File: src/rtl/alu_arbiter.sv
// -----------------------------------------------------------------------------
// alu_arbiter
// Two-requester round-robin front end for one shared combinational ALU.
// A granted request is captured, driven to the ALU from the capture registers,
// and the registered result is held on the response port until it is accepted.
//
// Ports
//   clk, reset_n                    clock, asynchronous active-low reset
//   req0_* / req1_*                 valid/ready request handshake, operands, op
//   alu_a, alu_b, alu_ctrl          to the shared ALU (from capture registers)
//   alu_result, alu_zero            from the shared ALU
//   rsp_valid, rsp_ready            response handshake
//   rsp_id, rsp_result, rsp_zero,
//   rsp_err                         response payload
//   gnt_cnt0, gnt_cnt1              saturating per-requester grant counters
// -----------------------------------------------------------------------------
module alu_arbiter #(
    parameter int N = 64
) (
    input  logic         clk,
    input  logic         reset_n,
    input  logic         req0_valid,
    input  logic         req1_valid,
    output logic         req0_ready,
    output logic         req1_ready,
    input  logic [N-1:0] req0_a,
    input  logic [N-1:0] req0_b,
    input  logic [N-1:0] req1_a,
    input  logic [N-1:0] req1_b,
    input  logic [3:0]   req0_op,
    input  logic [3:0]   req1_op,
    output logic [N-1:0] alu_a,
    output logic [N-1:0] alu_b,
    output logic [3:0]   alu_ctrl,
    input  logic [N-1:0] alu_result,
    input  logic         alu_zero,
    output logic         rsp_valid,
    input  logic         rsp_ready,
    output logic         rsp_id,
    output logic [N-1:0] rsp_result,
    output logic         rsp_zero,
    output logic         rsp_err,
    output logic [15:0]  gnt_cnt0,
    output logic [15:0]  gnt_cnt1
);

    typedef enum logic [1:0] {
        IDLE = 2'b00,
        EXEC = 2'b01,
        RESP = 2'b10
    } state_t;

    state_t       state, state_nx;
    logic         ptr;
    logic         gnt_id;
    logic         hs0, hs1, hs;
    logic [N-1:0] cap_a, cap_b;
    logic [3:0]   cap_op;
    logic         cap_id;

    function automatic logic op_legal(input logic [3:0] op);
        case (op)
            4'b0000, 4'b0001, 4'b0010, 4'b0110, 4'b0111: op_legal = 1'b1;
            default:                                     op_legal = 1'b0;
        endcase
    endfunction

    // Grant selection: a lone requester wins, a tie goes to the pointer.
    // NOTE: every variable assigned in always_comb gets a default first so no
    // path leaves it unassigned and no latch is inferred.
    always_comb begin
        gnt_id = ptr;
        if (req0_valid && !req1_valid)
            gnt_id = 1'b0;
        else if (req1_valid && !req0_valid)
            gnt_id = 1'b1;
    end

    assign hs0 = req0_valid && req0_ready;
    assign hs1 = req1_valid && req1_ready;
    assign hs  = hs0 || hs1;

    // State register.
    // NOTE: sequential state uses non-blocking assignments so every flop
    // samples pre-edge values, independent of statement order.
    always_ff @(posedge clk or negedge reset_n) begin
        if (!reset_n)
            state <= IDLE;
        else
            state <= state_nx;
    end

    // Next-state logic; the spare encoding falls back to IDLE.
    always_comb begin
        state_nx = IDLE;
        case (state)
            IDLE:    state_nx = hs ? EXEC : IDLE;
            EXEC:    state_nx = RESP;
            RESP:    state_nx = rsp_ready ? IDLE : RESP;
            default: state_nx = IDLE;
        endcase
    end

    // Outputs decoded from state.
    always_comb begin
        req0_ready = (state == IDLE) && req0_valid && (gnt_id == 1'b0);
        req1_ready = (state == IDLE) && req1_valid && (gnt_id == 1'b1);
        rsp_valid  = (state == RESP);
    end

    // The ALU only ever sees captured operands, never live request ports.
    assign alu_a    = cap_a;
    assign alu_b    = cap_b;
    assign alu_ctrl = cap_op;

    // Datapath: capture on handshake, register the ALU return in EXEC, and
    // leave the payload untouched in RESP so it is stable until accepted.
    // NOTE: every register here, payload included, is cleared by reset so an
    // aborted transaction cannot leak a stale payload after reset release.
    always_ff @(posedge clk or negedge reset_n) begin
        if (!reset_n) begin
            ptr        <= 1'b0;
            cap_a      <= '0;
            cap_b      <= '0;
            cap_op     <= 4'b0000;
            cap_id     <= 1'b0;
            rsp_id     <= 1'b0;
            rsp_result <= '0;
            rsp_zero   <= 1'b0;
            rsp_err    <= 1'b0;
            gnt_cnt0   <= 16'd0;
            gnt_cnt1   <= 16'd0;
        end else begin
            if (hs) begin
                ptr    <= ~hs1 ? 1'b1 : 1'b0;
                cap_a  <= hs1 ? req1_a  : req0_a;
                cap_b  <= hs1 ? req1_b  : req0_b;
                cap_op <= hs1 ? req1_op : req0_op;
                cap_id <= hs1;
            end
            if (hs0 && gnt_cnt0 != 16'hFFFF)
                gnt_cnt0 <= gnt_cnt0 + 16'd1;
            if (hs1 && gnt_cnt1 != 16'hFFFF)
                gnt_cnt1 <= gnt_cnt1 + 16'd1;
            if (state == EXEC) begin
                rsp_id <= cap_id;
                if (op_legal(cap_op)) begin
                    rsp_result <= alu_result;
                    rsp_zero   <= alu_zero;
                    rsp_err    <= 1'b0;
                end else begin
                    rsp_result <= '0;
                    rsp_zero   <= 1'b0;
                    rsp_err    <= 1'b1;
                end
            end
        end
    end

endmodule

File: config.mk
export PLATFORM = sky130hd
export DESIGN_NAME = alu_arbiter
export DESIGN_NICKNAME = d
export VERILOG_FILES = /design/src/rtl/alu_arbiter.sv
export SDC_FILE = /design/constraint.sdc
export NUM_CORES = 1
export LEC_CHECK = 0
export CAP_MARGIN = 10
export CORE_AREA = 2 2 220 222
export DETAILED_ROUTE_END_ITERATION = 10
export DIE_AREA = 0 0 222 224
export GPL_TIMING_DRIVEN = 0
export PLACE_DENSITY = 0.54
export SETUP_SLACK_MARGIN = 0.15
export SYNTH_ARGS = -nofsm -noshare
export SYNTH_HDL_FRONTEND = slang
export SYNTH_SLANG_ARGS = --single-unit
export TNS_END_PERCENT = 30
File: constraint.sdc
create_clock -name clk -period 4.4 [get_ports clk]
set_input_delay 1.1 -clock clk [delete_from_list [all_inputs] [get_ports clk]]
set_output_delay 1.1 -clock clk [all_outputs]
set_load 0.005 [all_outputs]
; Word-level counts from Yosys, hierarchy flattened
; Cells that the tools add are included.
[op_classes]
addsub = 2
n_mul = 0
n_div = 0
magnitude_cmp = 0
n_eq_ne = 8
shift = 0
n_mux = 14
bitwise = 1
reduce_logical = 16
[op_table]
columns = cell, n
row1 = 64-bit 2-to-1 mux, 3
row2 = "16-bit by 1-bit adder with 16-bit output, second input constant", 2
row3 = "16-bit inequality test, second input constant", 2
row4 = 1-bit logical AND, 10
row5 = "4-bit by 3-bit == test with 1-bit output, second input constant", 2
row6 = 1-bit 2-to-1 mux, 8
row7 = 2-bit case mux with 3 select lines, 1
row8 = 5-bit OR reduction, 1
row9 = "4-bit by 1-bit == test with 1-bit output, second input constant", 1
row10 = "4-bit by 2-bit == test with 1-bit output, second input constant", 1
row11 = 4-bit logical NOT, 1
row12 = 4-bit 2-to-1 mux, 1
row13 = "2-bit by 1-bit == test with 1-bit output, second input constant", 1
row14 = "2-bit == test, second input constant", 1
row15 = 1-bit logical NOT, 2
row16 = 2-bit logical NOT, 1
row17 = 2-bit 2-to-1 mux, 1
row18 = 1-bit logical OR, 1
row19 = 1-bit NOT, 1
[word_totals]
reg_bits = 235
latch_bits = 0
ram_bits = 0
mem_bits_ro = 0
in_bits = 334
output_inout_bits = 234
elab_cells = 53
mem_count = 0

; Longest topological paths before layout
; Gate-level depths: netlist of the first run.
[depth]
word_depth = 10
mapped_depth = 7
depth_no_buf = 5

; Least setup slack after synthesis of the first run
; Ideal clock, no wire load.
[synth_path]
path_kind = input-to-output
start = input req1_valid
end = output req1_ready
t_arrival_ps = 1812
t_required_ps = 3300
slack_ps = 1488
path_stages = 4
n_path_buf = 1
cell_sequence = nor3b_2 -> nand2_2 -> inv_2 -> clkbuf_1
[synth_via]
elab_chain_cells = 4
elab_cells_between_ends = 7
cone_classes = mux: 2 / reduce/logical: 5
[synth_rtl]
columns = item, line_no
row1 = "start, declared", 23  ; input logic req1_valid,
row2 = 1-bit logical AND or 1-bit logical NOT (tied branches), "75, 73"
row3 = 1-bit 2-to-1 mux or 1-bit logical AND (tied branches), "75, 73"
row4 = 1-bit 2-to-1 mux, 73  ; if (req0_valid && !req1_valid)
row5 = 1-bit logical AND *, 107  ; req1_ready = (state == IDLE) && req1_valid && (gnt_id == 1'b1);
row6 = "end, declared", 25  ; output logic req1_ready,
; Every way passes the cells marked *; elsewhere a longest branch is shown, timed or not.

; Worst setup path after layout of the first run
; Same ends and word-level chain as after synthesis.

==> metrics.txt, run 1 <==
EDFF count, synth=0; crit path kind=in -> out; Synth area leader=dfrtp_1; global route overflow=0; Avg Cell Area, Syn=12.47 um2; worst-path maximum fanout=10; Mapped Cells=756; fin crit period=4117 ps; Clk Latency, worst-skew pair=570 ps; Worst-path clk slew=60 ps; maxcap violations=0; clk_skew=21.67 ps; CTS Buf Count=29; Peak VDD IR=0.3956 mV; fin area=16950 um2; Compound-Gate Fraction of Synth Area=0.2032; GRT Overall Usage=0.1635; Slew headroom=0.3609; cell internal pwr=7.176 mW; top post-synthesis cells by area=dfrtp_1 62%, a222oi_1 14%, a22o_1 6.0%, inv_1 5.4%, xor2_1 2.8%; Setup crit end kind=output port; Die Y=224 um; ys flop type=dfrtp_1; Post-Place Cell Area=15930 um2; number of register bits inferred by synthesis=235; Post-CTS Setup Inserts=0; top-count cell post-synth=dfrtp_1; Vias/cell=4.615; Ports=568; initial antenna violation count=3; Initial Utilization=0.1991; Filler Cells Inserted=4717; first-pass GRT wire length=62530 um; area added between synthesis and finish=79.75%; Synth Area in XOR/XNOR=0.02787; Sw Share=0.3330; Placer Congestion=0.8224; fraction of layout cells with a size suffix above 1=0.06550; Req. time, crit path=3300 ps; iteration-0 DRC count of the detailed router=974; RSZ-0062 raised after global routing=false; Slew @ Worst Pin=958.7 ps; final hold vios=0; Avg WL per Cell=21.30 um; post-synthesis net count=1092; main combinational cell family by area after synthesis=compound AO/OA/AOI/OAI gates; area share of fa/ha/maj cells after synthesis=0.002654; CTS max path bufs=3; root buf cell=clkbuf_16; drt drc=0; Synth cell types=37; Hold Crit Class=in -> async; clock sink total=235; CP arrival=3020 ps; sequential fraction of the synthesis area=0.6238; run status=completed; # H-tree levels=1; worst hold slack=461.9 ps; Final setup violation count=0; share of the synthesized area in the top cell type=0.6238; pwr dens=634.9 nW/um2; most instantiated cells after synthesis=235 x dfrtp_1, 135 x inv_1, 132 x a222oi_1; Layout Nets=1691; CP Launch Type=primary input; via count=9188; row count=80; Synth Area in Simple Gates=0.05574; Tcrit/Tclk final=0.9357; FFs w/ async S/R, synth=1.000; Reg power frac=0.337; Max Clk Rate=242.9 MHz; die area=49730 um2; TritonCTS clock tree=done; Mapped Area=9428 um2; final wirelength=42400 um; die width=222 um; Max Slew Vio Count=0; switching power total=3.582 mW; largest net degree at the start of global routing=86; Leak=7.601 nW; Combinational Power Share=0.430; YS warnings=0; HPWL after DPL=32360 um; clock share of power=0.233; Setup TNS Final=0 ps; Buffers on Ports=567; drt first pass iters=10; vias in the first global route=9544; multiplexer area fraction after synthesis=0.004645; core region area=47350 um2; Antenna Nets Post-Route=0
## path summary, 6_finish.rpt
check	from	end	slack, ps	cells past startpoint
setup / recovery	req1_valid	req1_ready	280	6
hold / removal	reset_n	rsp_result[61]$_DFFE_PN0P_	460	1
setup reg to reg	state[1]$_DFF_PN0_	alu_b[50]$_DFFE_PN0P_	1810	6
hold reg to reg	ptr$_DFFE_PN0P_	ptr$_DFFE_PN0P_	490	1
max in group asynchronous	reset_n	alu_a[36]$_DFFE_PN0P_	2620	3
min in group clk	ptr$_DFFE_PN0P_	ptr$_DFFE_PN0P_	490	1
## placed cells by master (no fill, tap or decap), drive strengths merged, types with 4 or more instances in the layout
cell type	count
clkdlybuf4s50	566
nand2	16
inv	139
clkinv	5
nand3	9
nor3	11
a22o	65
buf	33
a222oi	132
clkbuf	69
nor3b	4
nor4	15
xor2	30
nand4	8
dfrtp	235
nor2	7
## power by group through the flow
stage | registers (mW) | clock network [mW] | logic [mW]
finish | 3.63 | 2.50 | 4.63
global route | 3.73 | 2.67 | 5.03
CTS | 3.62 | 2.59 | 4.71
detailed placement | 3.63 | 0 | 4.69
global placement | 3.62 | 0 | 4.66
floorplan | 3.62 | 0 | 1.76
## registers in the layout, summed over array words and instances, names as in the netlist
register and flops:
state 2, alu_b 64, rsp_result 64, rsp_err 1, ptr 1, alu_ctrl 4, rsp_id 1, cap_id 1
gnt_cnt1 16, rsp_zero 1, alu_a 64, gnt_cnt0 16
## cell type report
cell class | count | area, um2 | share of cell area
diodes | 2 | 5.005 | 0.0002953
multi-input cells | 323 | 2779 | 0.1640
well taps | 615 | 769.5 | 0.04541
flip-flops and latches | 235 | 5881 | 0.3470
clock inverters | 11 | 146.4 | 0.008638
inverters | 137 | 516.7 | 0.03049
repair buffers | 569 | 5736 | 0.3385
clock buffers | 39 | 853.3 | 0.05035
plain buffers | 60 | 260.3 | 0.01536
## through the flow
stage / worst slack [ps] / util / cells / power (mW)
finish: 282.8 / 0.3579 / 1991 / 10.76
global route: 152.7 / 0.3579 / 1990 / 11.44
CTS: 181.4 / 0.3577 / 1989 / 10.92
detailed placement: -377.0 / 0.3365 / 1940 / 8.317
global placement: -8823 / 0.3353 / 1938 / 8.273
floorplan: 1488 / - / 756 / 5.375
## per-layer routing
layer | global-route usage | vias to the layer above | wire [um]
met2 | 0.2860 | 489 | 21160
li1 | - | 4080 | -
met1 | 0.2016 | 4574 | 17040
met4 | 0.03575 | 2 | 637
met3 | 0.04328 | 43 | 3558
met5 | 0 | - | 10
## timing repair
action / 4_1_cts / 5_1_grt
setup endpoints to repair: 2 / 1
resized for setup: 3 / 1
hold buffers: 0 / 0
## critical path: stages
cell             delay (ps)
clkdlybuf4s50_1         500
nor3b_4                 250
nand2_2                 170
inv_4                   170
clkbuf_4                250
clkdlybuf4s50_1         580
## cell families (layout without fill, tap and decap cells)
family / count (synthesis) / after routing
flops: 235 / 235
compound gates: 202 / 202
buf+inv: 198 / 816
simple gates: 85 / 85
xor+xnor: 30 / 30
mux: 4 / 4
fa+ha+maj: 2 / 2
other cells: 0 / 2
No activity file was read; power rests on OpenSTA's default activity.
==> run 2, diff against run 1 <==
- CORE_AREA: 2 2 220 222 -> 2 2 221 223
- DIE_AREA: 0 0 222 224 -> 0 0 223 225
- PLACE_DENSITY: 0.54 -> 0.61
- clock period: 4.4 -> 3.45 ns (I/O delays scaled with it)
==> run 2 against run 1 <==
  * Critical path depth shrank 1
  * Largest power group unchanged
  * Core utilization shrank 0.11 points
  * Via count decreased by 1.5%
  * Non-clock buffer count increased by 4
  * Critical path type unchanged
  * Flip-flop and latch count stayed put
  * Clock-buffer cell count increased by 6
  * Clock power grew 21%
  * Sequential share of layout area is essentially flat
  * Combinational power is 28% higher
  * Register-to-register slack worse by 1200 ps
==> metrics.txt, run 2 (synthesis gave the netlist of run 1 again) <==
via count=9049; pwr dens=801.6 nW/um2; fin area=16970 um2; reg2reg start=state[1]$_DFF_PN0_; drt first pass iters=9; root buf cell=clkbuf_16; reg-to-reg slack, setup=610 ps; Critical R2R Capture=alu_b[54]$_DFFE_PN0P_; Die Y=225 um; CP max stage delay=550 ps; Avg WL per Cell=20.36 um; GRT Overall Usage=0.1537; Max Slew Vio Count=0; met2 Usage GRT=0.2654; Setup TNS Final=0 ps; final hold vios=0; CTS max path bufs=3; Vias/cell=4.534; crit path launch=req1_valid; Setup crit end kind=output port; # H-tree levels=1; first-pass GRT wire length=59350 um; largest net degree at the start of global routing=115; Max Clk Rate=298.8 MHz; Post-Place Cell Area=15930 um2; R2R depth=6; global route overflow=0; worst-path maximum fanout=17; Crit path buffers/inverters=3; Util after Layout=0.3568; fin crit period=3347 ps; initial antenna violation count=2; Final setup violation count=0; Antenna Nets Post-Route=0; fraction of layout cells with a size suffix above 1=0.06667; Req. time, crit path=2590 ps; Ports=568; die area=50180 um2; run status=completed; final wirelength=40650 um; CP Launch Type=primary input; CP arrival=2480 ps; clock sink total=235; Peak VDD IR=0.4112 mV; Clk Latency, worst-skew pair=550 ps; delay-heaviest family, CP=buffers and inverters; vias in the first global route=9626; crit path kind=in -> out; busiest grt layer=met2; die width=223 um; iteration-0 DRC count of the detailed router=782; met1 usage=0.1889; met3 GRT Util=0.03872; Worst-path clk slew=50 ps; CTS Buf Count=29; drt drc=0; RSZ-0062 raised after global routing=true; Tcrit/Tclk final=0.9701; HPWL after DPL=31350 um; Critical Path Most Common Cell=clkdlybuf4s50_1; Slew @ Worst Pin=936.7 ps; Slew headroom=0.3713; Placer Congestion=0.8656; area added between synthesis and finish=79.95%; TritonCTS clock tree=done; core region area=47550 um2; Buffers on Ports=567; CP cell instances=clkdlybuf4s50_1 -> nand2_1 -> nand3_2 -> inv_8 -> clkdlybuf4s50_1; Initial Utilization=0.1983; commonest cells after routing, fill and taps aside=565 x clkdlybuf4s50_1, 235 x dfrtp_1, 135 x inv_1; clk_skew=15.99 ps; Leak=7.614 nW; Crit-path slowest cell=clkdlybuf4s50_1; commonest non-fill, non-tap cell in the layout=clkdlybuf4s50_1; row count=80; Layout Nets=1695; maxcap violations=0; Hold Crit Class=in -> async
run 2: cell count changes in the layout (fill, tap and decap cells not counted), sizes merged:
cell / previous run / this run
buf: 33 / 36
bufinv: 3 / 1
clkbuf: 69 / 75
clkdlybuf4s15: 0 / 1
clkdlybuf4s50: 566 / 565
diode: 2 / 1
dlygate4sd2: 0 / 1
inv: 139 / 137
run 2: worst max path at each step:
stage / endpoint / depth (start not counted) / slack, ps
after floorplan: req1_ready / 4 / 1010
after global placement: alu_a[22]$_DFFE_PN0P_ / 1 / -9040
after detailed placement: req0_ready / 5 / -850
after CTS: alu_b[53]$_DFFE_PN0P_ / 6 / 10
after global routing: alu_b[50]$_DFFE_PN0P_ / 6 / -50
final: req0_ready / 5 / 100
run 2: layout make-up:
type / instances / area, um2
Sequential cell: 235 / 5881
Timing Repair Buffer: 573 / 5764
Clock inverter: 7 / 62.56
Fill cell: 4738 / 30580
Tap cell: 615 / 769.5
Inverter: 137 / 526.8
Clock buffer: 45 / 895.9
Multi-Input combinational cell: 323 / 2779
Buffer: 60 / 284.0
Antenna cell: 1 / 2.502
run 2: metal layers:
metal | routed length [um] | vias up
li1 | - | 4093
met1 | 16240 | 4439
met2 | 20030 | 455
met3 | 3336 | 60
met4 | 1016 | 2
met5 | 13 | -
run 2: worst register-to-register path, delay by kind of cell (launching register included):
kind	cells	cell delay, ps
buffers and inverters	3	1170
flip-flops	1	430
AO/OA/AOI/OAI	2	900
AND/OR/NAND/NOR	1	230
run 2: metrics by stage:
| stage | hold slack [ps] | worst slack, ps | total power, mW | cells |
|---|---|---|---|---|
| detailed placement | 490.9 | -853.5 | 10.62 | 1940 |
| CTS | 112.8 | 11.83 | 13.81 | 1995 |
| floorplan | 454.2 | 1013 | 6.855 | 756 |
| global placement | 466.9 | -9044 | 10.53 | 1938 |
| global route | 124.9 | -52.97 | 14.42 | 1995 |
| finish | 147.9 | 103.1 | 13.60 | 1996 |
run 2: repair_timing:
action                     CTS  global route
setup endpoints to repair   12            11
hold buffers                 0             0
resized for setup           11             1
setup buffers                4             0
pin swaps                    1             0
run 2: where the power goes:
part           internal, mW  switching, mW
Clock                  1.84           1.18
Sequential             3.88          0.773
Combinational          3.36           2.57
Total                  9.08           4.52
